<file path="config.mk">
export PLATFORM = sky130hd
export DESIGN_NAME = jtsdram_chk_log
export DESIGN_NICKNAME = d
export VERILOG_FILES = /design/src/rtl/jtsdram_chk_log.sv
export SDC_FILE = /design/constraint.sdc
export NUM_CORES = 1
export LEC_CHECK = 0
export BUFFER_PORTS_ARGS = -buffer_cell sky130_fd_sc_hd__buf_2
export CORE_MARGIN = 3
export CORE_UTILIZATION = 34
export CTS_BUF_LIST = sky130_fd_sc_hd__clkbuf_2 sky130_fd_sc_hd__clkbuf_4 sky130_fd_sc_hd__clkbuf_8
export DETAILED_ROUTE_END_ITERATION = 8
export PLACE_DENSITY_LB_ADDON = 0.1
export SLEW_MARGIN = 5
export SYNTH_ARGS = -nofsm -noshare
export SYNTH_HDL_FRONTEND = slang
export SYNTH_SLANG_ARGS = --single-unit
export TNS_END_PERCENT = 10
</file>
<file path="constraint.sdc">
create_clock -name clk -period 1.5 [get_ports clk]
set_input_delay 0.075 -clock clk [delete_from_list [all_inputs] [get_ports clk]]
set_output_delay 0.075 -clock clk [all_outputs]
set_load 0.01 [all_outputs]
</file>
<file path="src/rtl/jtsdram_chk_log.sv">
// jtsdram_chk_log: holds the address and data of the first error seen
// since reset; later errors leave the record untouched.
module jtsdram_chk_log #(
  parameter int AW = 22,
  parameter int DW = 16
)(
  input  logic          clk,
  input  logic          rst_n,
  input  logic          err,
  input  logic [AW-1:0] addr,
  input  logic [DW-1:0] data,
  output logic [AW-1:0] fail_addr,
  output logic [DW-1:0] fail_data
);

  logic seen;

  // Capture once, on the first error after reset
  always_ff @(posedge clk or negedge rst_n) begin
    if (!rst_n) begin
      seen      <= 1'b0;
      fail_addr <= '0;
      fail_data <= '0;
    end else if (err && !seen) begin
      seen      <= 1'b1;
      fail_addr <= addr;
      fail_data <= data;
    end
  end

endmodule

</file>
* After elaboration in Yosys (flattened, before gate mapping)
Cells that the tools add are included.
** Storage, ports and cells
- Register bits :: 39
- Latch bits :: 0
- Bits in writable memories :: 0
- Bits in read-only memories :: 0
- Input port bits :: 41
- Output and inout bits :: 38
- Logic and storage cells :: 5
- Memories :: 0
** Cells by class
- Add/sub/neg operators :: 0
- Multipliers :: 0
- Div/mod/pow operators :: 0
- $lt $le $gt $ge :: 0
- Equal/unequal tests :: 0
- Shifts and indexed selects :: 0
- Mux-type cells :: 0
- Bitwise logic cells :: 0
- Reduce and logical (&&, ||, !) cells :: 2
** Operators with widths (count)
- logical AND 1 bit :: 1
- logical NOT 1 bit :: 1

* Logic depth before layout (Yosys ltp)
Gate-level depths: netlist (run 1).
- Word-level depth :: 2
- Mapped depth :: 4

* Worst setup path after synthesis (run 1)
Ideal clock, no wire load.
- Kind :: register -> register
- Start :: register seen
- End :: register fail_addr[0]
- Setup time :: 0.125 ns
- Arrival time :: 1.082 ns
- Required time :: 1.375 ns
- Setup slack :: 0.293 ns
- Cell stages (with the launch flop) :: 5
- Path buffers :: 2
- Clock period less this slack :: 1.207 ns
- Path through :: dfrtp_1 -> nor2b_4 -> buf_6 -> buf_12 -> mux2_4
** Between the ends
- Word-level cells in the longest chain between the ends :: 2
** Ends and longest elaborated chain
- start: declaration :: RTL line 16 : logic seen;
- start signal: assignment :: RTL line 21 : seen <= 1'b0;
- start signal: assignment :: RTL line 25 : seen <= 1'b1;
- logical NOT 1 bit :: RTL line 24 : end else if (err && !seen) begin
- logical AND 1 bit :: RTL line 24
- end signal: assignment :: RTL line 26 : fail_addr <= addr;
- end: declaration :: RTL line 12 : output logic [AW-1:0] fail_addr,
Every way passes these cells.
A chain may end at the register's enable or synchronous reset.

* Final worst setup path (run 1)
- Start :: input port err
- End :: register fail_addr[18]
** Between the ends
- Word-level cells in the longest chain between the ends :: 1
** Ends and longest elaborated chain
- start: declaration :: RTL line 9 : input logic err,
- logical AND 1 bit :: RTL line 24
Every way passes these cells.

==> impl_metrics.tcl, run 1 <==
set metrics [dict create \
    cts_tree "yes" \
    drt_iter0_markers 28 \
    clock_latency_ns 0.28 \
    antenna_found_initial 0 \
    switching_power_w 0.000545 \
    cts.path.max_buffers 2 \
    ant_nets 0 \
    final_area_um2 2110 \
    boundaryPins 79 \
    worstMarginPinSlew_ns 0.479 \
    ir_drop_v 0.000632 \
    dieArea_um2 5430 \
    synth_cell_type_count 8 \
    slew_headroom_pct 68.1 \
    yosys_warnings 0 \
    endpoint_kind "register" \
    period_share_pct 87.7 \
    fin_nets 210 \
    final_cells 220 \
    cpMaxStageDelayCell "dlygate4sd3_1" \
    pwr-share-clk_pct 31.5 \
    combPwrFrac_pct 17.2 \
    routed_wl_um 3110 \
    slowest_delay_ns 0.53 \
    routedWlPerCell_um 14.1 \
    cts-buffers-inserted 5 \
    vias 995 \
    internal-power_w 0.00185 \
    path_cells "dlygate4sd3_1 > buf_2 > nor2b_4 > buf_12 > mux2_2" \
    grt_usage_pct 12.2 \
    rrSetupSlack_ns 0.23 \
    layout_common_cells "buf_2 (78), dfrtp_1 (39), mux2_4 (20), mux2_2 (18), clkbuf_8 (7)" \
    total_power_w 0.00239 \
    utilization_pct 50.2 \
    outcome "finished clean" \
    period_needed_ns 1.32 \
    critPathArrivalTime_ns 1.48 \
    gp_congestion 0.695 \
    ys_ff_latch 39 \
    worstHoldPathType "input pin to register" \
    synthToLayoutAreaGrowth_pct 35.5 \
    final_layout_size_suffix_gt1_share_pct 75.9 \
    die_h_um 73.7 \
    worstRegToRegCells 3 \
    timing_hold_violations_final 0 \
    place_inst 210 \
    cp_max_fo 32 \
    clkSinkCount 39 \
    setup_violations 0 \
    grt_pass1_wl_um 4980 \
    fin_skew_ns 0.00215 \
    start_kind "input pin" \
    cts_resized 0 \
    antenna_cells 0 \
    critPathLaunch "err" \
    cts_root_buffer "clkbuf_8" \
    mostFrequentLayoutCell "buf_2" \
    row_count 23 \
    switching_share_pct 22.8 \
    grt_max_degree 33 \
    start_util_pct 37.1 \
    vias_per_cell 4.52 \
    htreeDepth 2 \
    report.final.slew_viol_count 0 \
    cts.clk_slew.worst_paths_ns 0.07 \
    gr-total-overflow 0 \
    critPathKind "input pin to register" \
    placed_area_um2 1990 \
    first_pass_iters 2 \
    drv_cap 0 \
    dp_hpwl_um 2350 \
    syn_nets 124 \
    setup_tns_ns 0 \
    synthesis.area_um2 1560 \
    p_leak_nw 1.10 \
    r2r-end "fail_addr[18]$_DFFE_PN0P_" \
    core_area_um2 4200 \
    r2r-start "seen$_DFFE_PN0P_" \
    synth.avg_cell_area_um2 18.8 \
    ys_seq_area_share_pct 62.7 \
    drc_errors 0 \
    endpoint "fail_addr[18]$_DFFE_PN0P_" \
    rsz0062_at_grt "no" \
    syn_inst 83 \
    pwr-share-seq_pct 51.3 \
    die_w_um 73.7 \
    grt_pass1_vias 1060 \
    powerDensity_nw_per_um2 1130 \
    cp_data_required_time_ns 1.66 \
    clock.fmax_mhz 760 \
    port_buffers 78 \
]
## per-stage QoR
step / worst slack, ns / hold WS [ns]
6_report: 0.185 / 0.0216
5_1_grt: 0.132 / 0.00716
4_1_cts: 0.188 / 0.00940
3_5_place_dp: 0.215 / 0.0651
3_3_place_gp: 0.260 / 0.0488
2_1_floorplan: 0.293 / -0.221
## worst max-delay path, delay by kind of cell
| kind | cells | cell delay (ns) |
|---|---|---|
| buffers and inverters | 3 | 0.88 |
| muxes | 1 | 0.36 |
| and+or+nand+nor | 1 | 0.16 |
## final cells by class
class | count | area (µm²)
Sequential cell | 39 | 976
Clock buffer | 8 | 104
Timing Repair Buffer | 83 | 445
Tap cell | 50 | 62.6
Multi-Input combinational cell | 40 | 523
Fill cell | 386 | 2090
## logic make-up (layout without fill, tap and decap cells)
family / Yosys count / count (layout) / synth area share, %
mux: 38 / 38 / 32.3
flops: 39 / 39 / 62.7
buf+inv: 4 / 91 / 3.78
simple gates: 2 / 2 / 1.29
## repair_timing
action,in CTS,in global routing
hold buffers,2,0
hold endpoints to repair,22,0
setup buffers,0,0
## power by group through the flow
stage	Clock, W	Combinational, W	Sequential, W
final	0.000753	0.000411	0.00123
after global placement	0	0.000407	0.00124
after global routing	0.000836	0.000446	0.00124
after CTS	0.000794	0.000421	0.00123
after detailed placement	0	0.000415	0.00125
after floorplan	0	0.000137	0.00131
## routing by layer
| layer | wire, µm | GRT usage (%) |
|---|---|---|
| met3 | 320 | 4.51 |
| met4 | 43 | 5.03 |
| met1 | 1230 | 14.2 |
| met2 | 1510 | 20.3 |
| met5 | 0 | 0 |
## worst min-delay path by stage
stage	startpoint	end	slack, ns	depth (start not counted)
finish	addr[16]	fail_addr[16]$_DFFE_PN0P_	0.02	2
global route	data[11]	fail_data[11]$_DFFE_PN0P_	0.007	2
CTS	addr[16]	fail_addr[16]$_DFFE_PN0P_	0.009	2
detailed placement	rst_n	fail_addr[1]$_DFFE_PN0P_	0.07	1
global placement	rst_n	fail_addr[4]$_DFFE_PN0P_	0.05	1
floorplan	rst_n	fail_addr[0]$_DFFE_PN0P_	-0.22	0
## flip-flops by register name, indices dropped and copies added, names as in the netlist
name,cells
fail_addr,22
seen,1
fail_data,16
## cell usage after synthesis (all sizes together)
master	number	area share, %
dfrtp	39	63
mux2	38	32
buf	4	3.8
nor2b	1	0.88
or2	1	0.40
Power figures use the tool's default switching activity.
==> inputs of run 2 (changes only) <==
Settings changed: REMOVE_ABC_BUFFERS from default to 1.
==> impl_metrics.tcl, run 2 (same netlist as run 1, synthesis figures left out) <==
set metrics [dict create \
    worstRegToRegCells 3 \
    final_area_um2 2130 \
    clock.fmax_mhz 733 \
    dieArea_um2 5430 \
    critPathArrivalTime_ns 1.53 \
    fin_nets 213 \
    largest_register_ff_count 22 \
    die_w_um 73.7 \
    endpoint_kind "register" \
    ctsHoldBuffers 1 \
    r2r-start "seen$_DFFE_PN0P_" \
    htreeDepth 2 \
    cpMaxStageDelayCell "dlygate4sd3_1" \
    mostFrequentLayoutCell "buf_2" \
    globalRouteMet1Util_pct 15.3 \
    worstHoldPathType "input pin to register" \
    grt_usage_pct 12.6 \
    gp_congestion 0.660 \
    period_needed_ns 1.36 \
    path_cells "dlygate4sd3_1 > buf_2 > nor2b_4 > buf_4 > mux2_2" \
    gr-total-overflow 0 \
    regMostFlops "fail_addr" \
    fin_skew_ns 0.00133 \
    outcome "finished clean" \
    drt_iter0_markers 31 \
    cp_max_fo 18 \
    grt_pass1_vias 1064 \
    cts-buffers-inserted 5 \
    final_cells 223 \
    critPathLaunch "err" \
    report.final.slew_viol_count 0 \
    hold_start "addr[7]" \
    drc_errors 0 \
    cts.path.max_buffers 2 \
    setup_violations 0 \
    cts.clk_slew.worst_paths_ns 0.07 \
    final_layout_size_suffix_gt1_share_pct 75.1 \
    start_kind "input pin" \
    cts_root_buffer "clkbuf_8" \
    cp_data_required_time_ns 1.67 \
    cts_setup_buffers 0 \
    rrSetupSlack_ns 0.18 \
    worstMarginPinSlew_ns 0.533 \
    use_met2_pct 19.7 \
    core_area_um2 4200 \
    vias 1005 \
    port_buffers 78 \
    die_h_um 73.7 \
    row_count 23 \
    first_pass_iters 2 \
    place_inst 211 \
    cts_tree "yes" \
    r2r-end "fail_data[7]$_DFFE_PN0P_" \
    use_met3_pct 5.88 \
    start_util_pct 37.1 \
    fill_cells 398 \
    drv_cap 0 \
    ant_nets 0 \
    p_leak_nw 1.11 \
    whs_ns 0.0210 \
    slowest_delay_ns 0.53 \
    dp_hpwl_um 2380 \
    top_regs "fail_addr x22, fail_data x16, seen x1" \
    rsz0062_at_grt "no" \
    clkSinkCount 39 \
    routed_wl_um 3180 \
    clock_latency_ns 0.28 \
    boundaryPins 79 \
    synthToLayoutAreaGrowth_pct 36.5 \
    vias_per_cell 4.51 \
    routedWlPerCell_um 14.2 \
    grt_pass1_wl_um 5130 \
    cts_resized 0 \
    period_share_pct 91.0 \
    powerDensity_nw_per_um2 1130 \
    grt_max_degree 25 \
    timing_hold_violations_final 0 \
    slew_headroom_pct 64.5 \
    top_usage_layer "met2" \
    hold_depth 2 \
    antenna_cells 0 \
    placed_area_um2 1980 \
    ir_drop_v 0.000669 \
    layout_common_cells "buf_2 (78), dfrtp_1 (39), mux2_4 (20), mux2_2 (18), clkbuf_8 (7)" \
    critPathKind "input pin to register" \
    antenna_found_initial 0 \
    holdPathEnd "fail_addr[7]$_DFFE_PN0P_" \
]
[run 2: changes by cell type in the layout (fill, tap and decap cells not counted)]
cell,before,now
buf_4,2,4
dlygate4sd3_1,2,4
buf_12,1,0
[run 2: worst max-delay path by stage]
stage | endpoint | slack, ns | depth (start not counted)
after floorplan | fail_addr[18]$_DFFE_PN0P_ | -0.20 | 2
after global placement | fail_data[1]$_DFFE_PN0P_ | 0.22 | 3
after detailed placement | fail_data[11]$_DFFE_PN0P_ | 0.18 | 3
after CTS | fail_data[4]$_DFFE_PN0P_ | 0.18 | 3
after global routing | fail_data[1]$_DFFE_PN0P_ | 0.11 | 5
final | fail_data[7]$_DFFE_PN0P_ | 0.14 | 5
[run 2: layout make-up]
class | count | area (µm²) | share of cell area (%)
tap | 50 | 62.6 | 2.94
clock buffer | 8 | 104 | 4.89
multi-input combinational | 40 | 523 | 24.6
timing repair buffer | 86 | 460 | 21.7
sequential | 39 | 976 | 45.9
[run 2: where the power goes]
group | total, W | internal (W) | switching [W] | leakage [nW]
Combinational | 0.000413 | 0.000243 | 0.000171 | 0.576
Clock | 0.000765 | 0.000437 | 0.000328 | 0.0549
Sequential | 0.00123 | 0.00117 | 0.0000584 | 0.479
Total | 0.00241 | 0.00185 | 0.000557 | 1.11
[run 2: layer usage]
metal / vias to the layer above / part of all wire [%]
met5: - / 0
li1: 461 / -
met3: 4 / 12
met4: 0 / 0.85
met1: 487 / 39
met2: 53 / 48
[run 2: worst max-delay path: cells and delay by family]
family	cells	cell delay, ns
buf+inv	3	0.93
mux	1	0.37
simple gates	1	0.14
[run 2: metrics by stage]
stage	utilization (%)	setup slack, ns	power [W]	TNS [ns]
2_1_floorplan	-	-0.196	0.00144	-6.21
3_3_place_gp	47.2	0.223	0.00165	0
3_5_place_dp	47.2	0.181	0.00166	0
4_1_cts	49.9	0.177	0.00245	0
5_1_grt	50.6	0.107	0.00255	0
6_report	50.6	0.136	0.00241	0
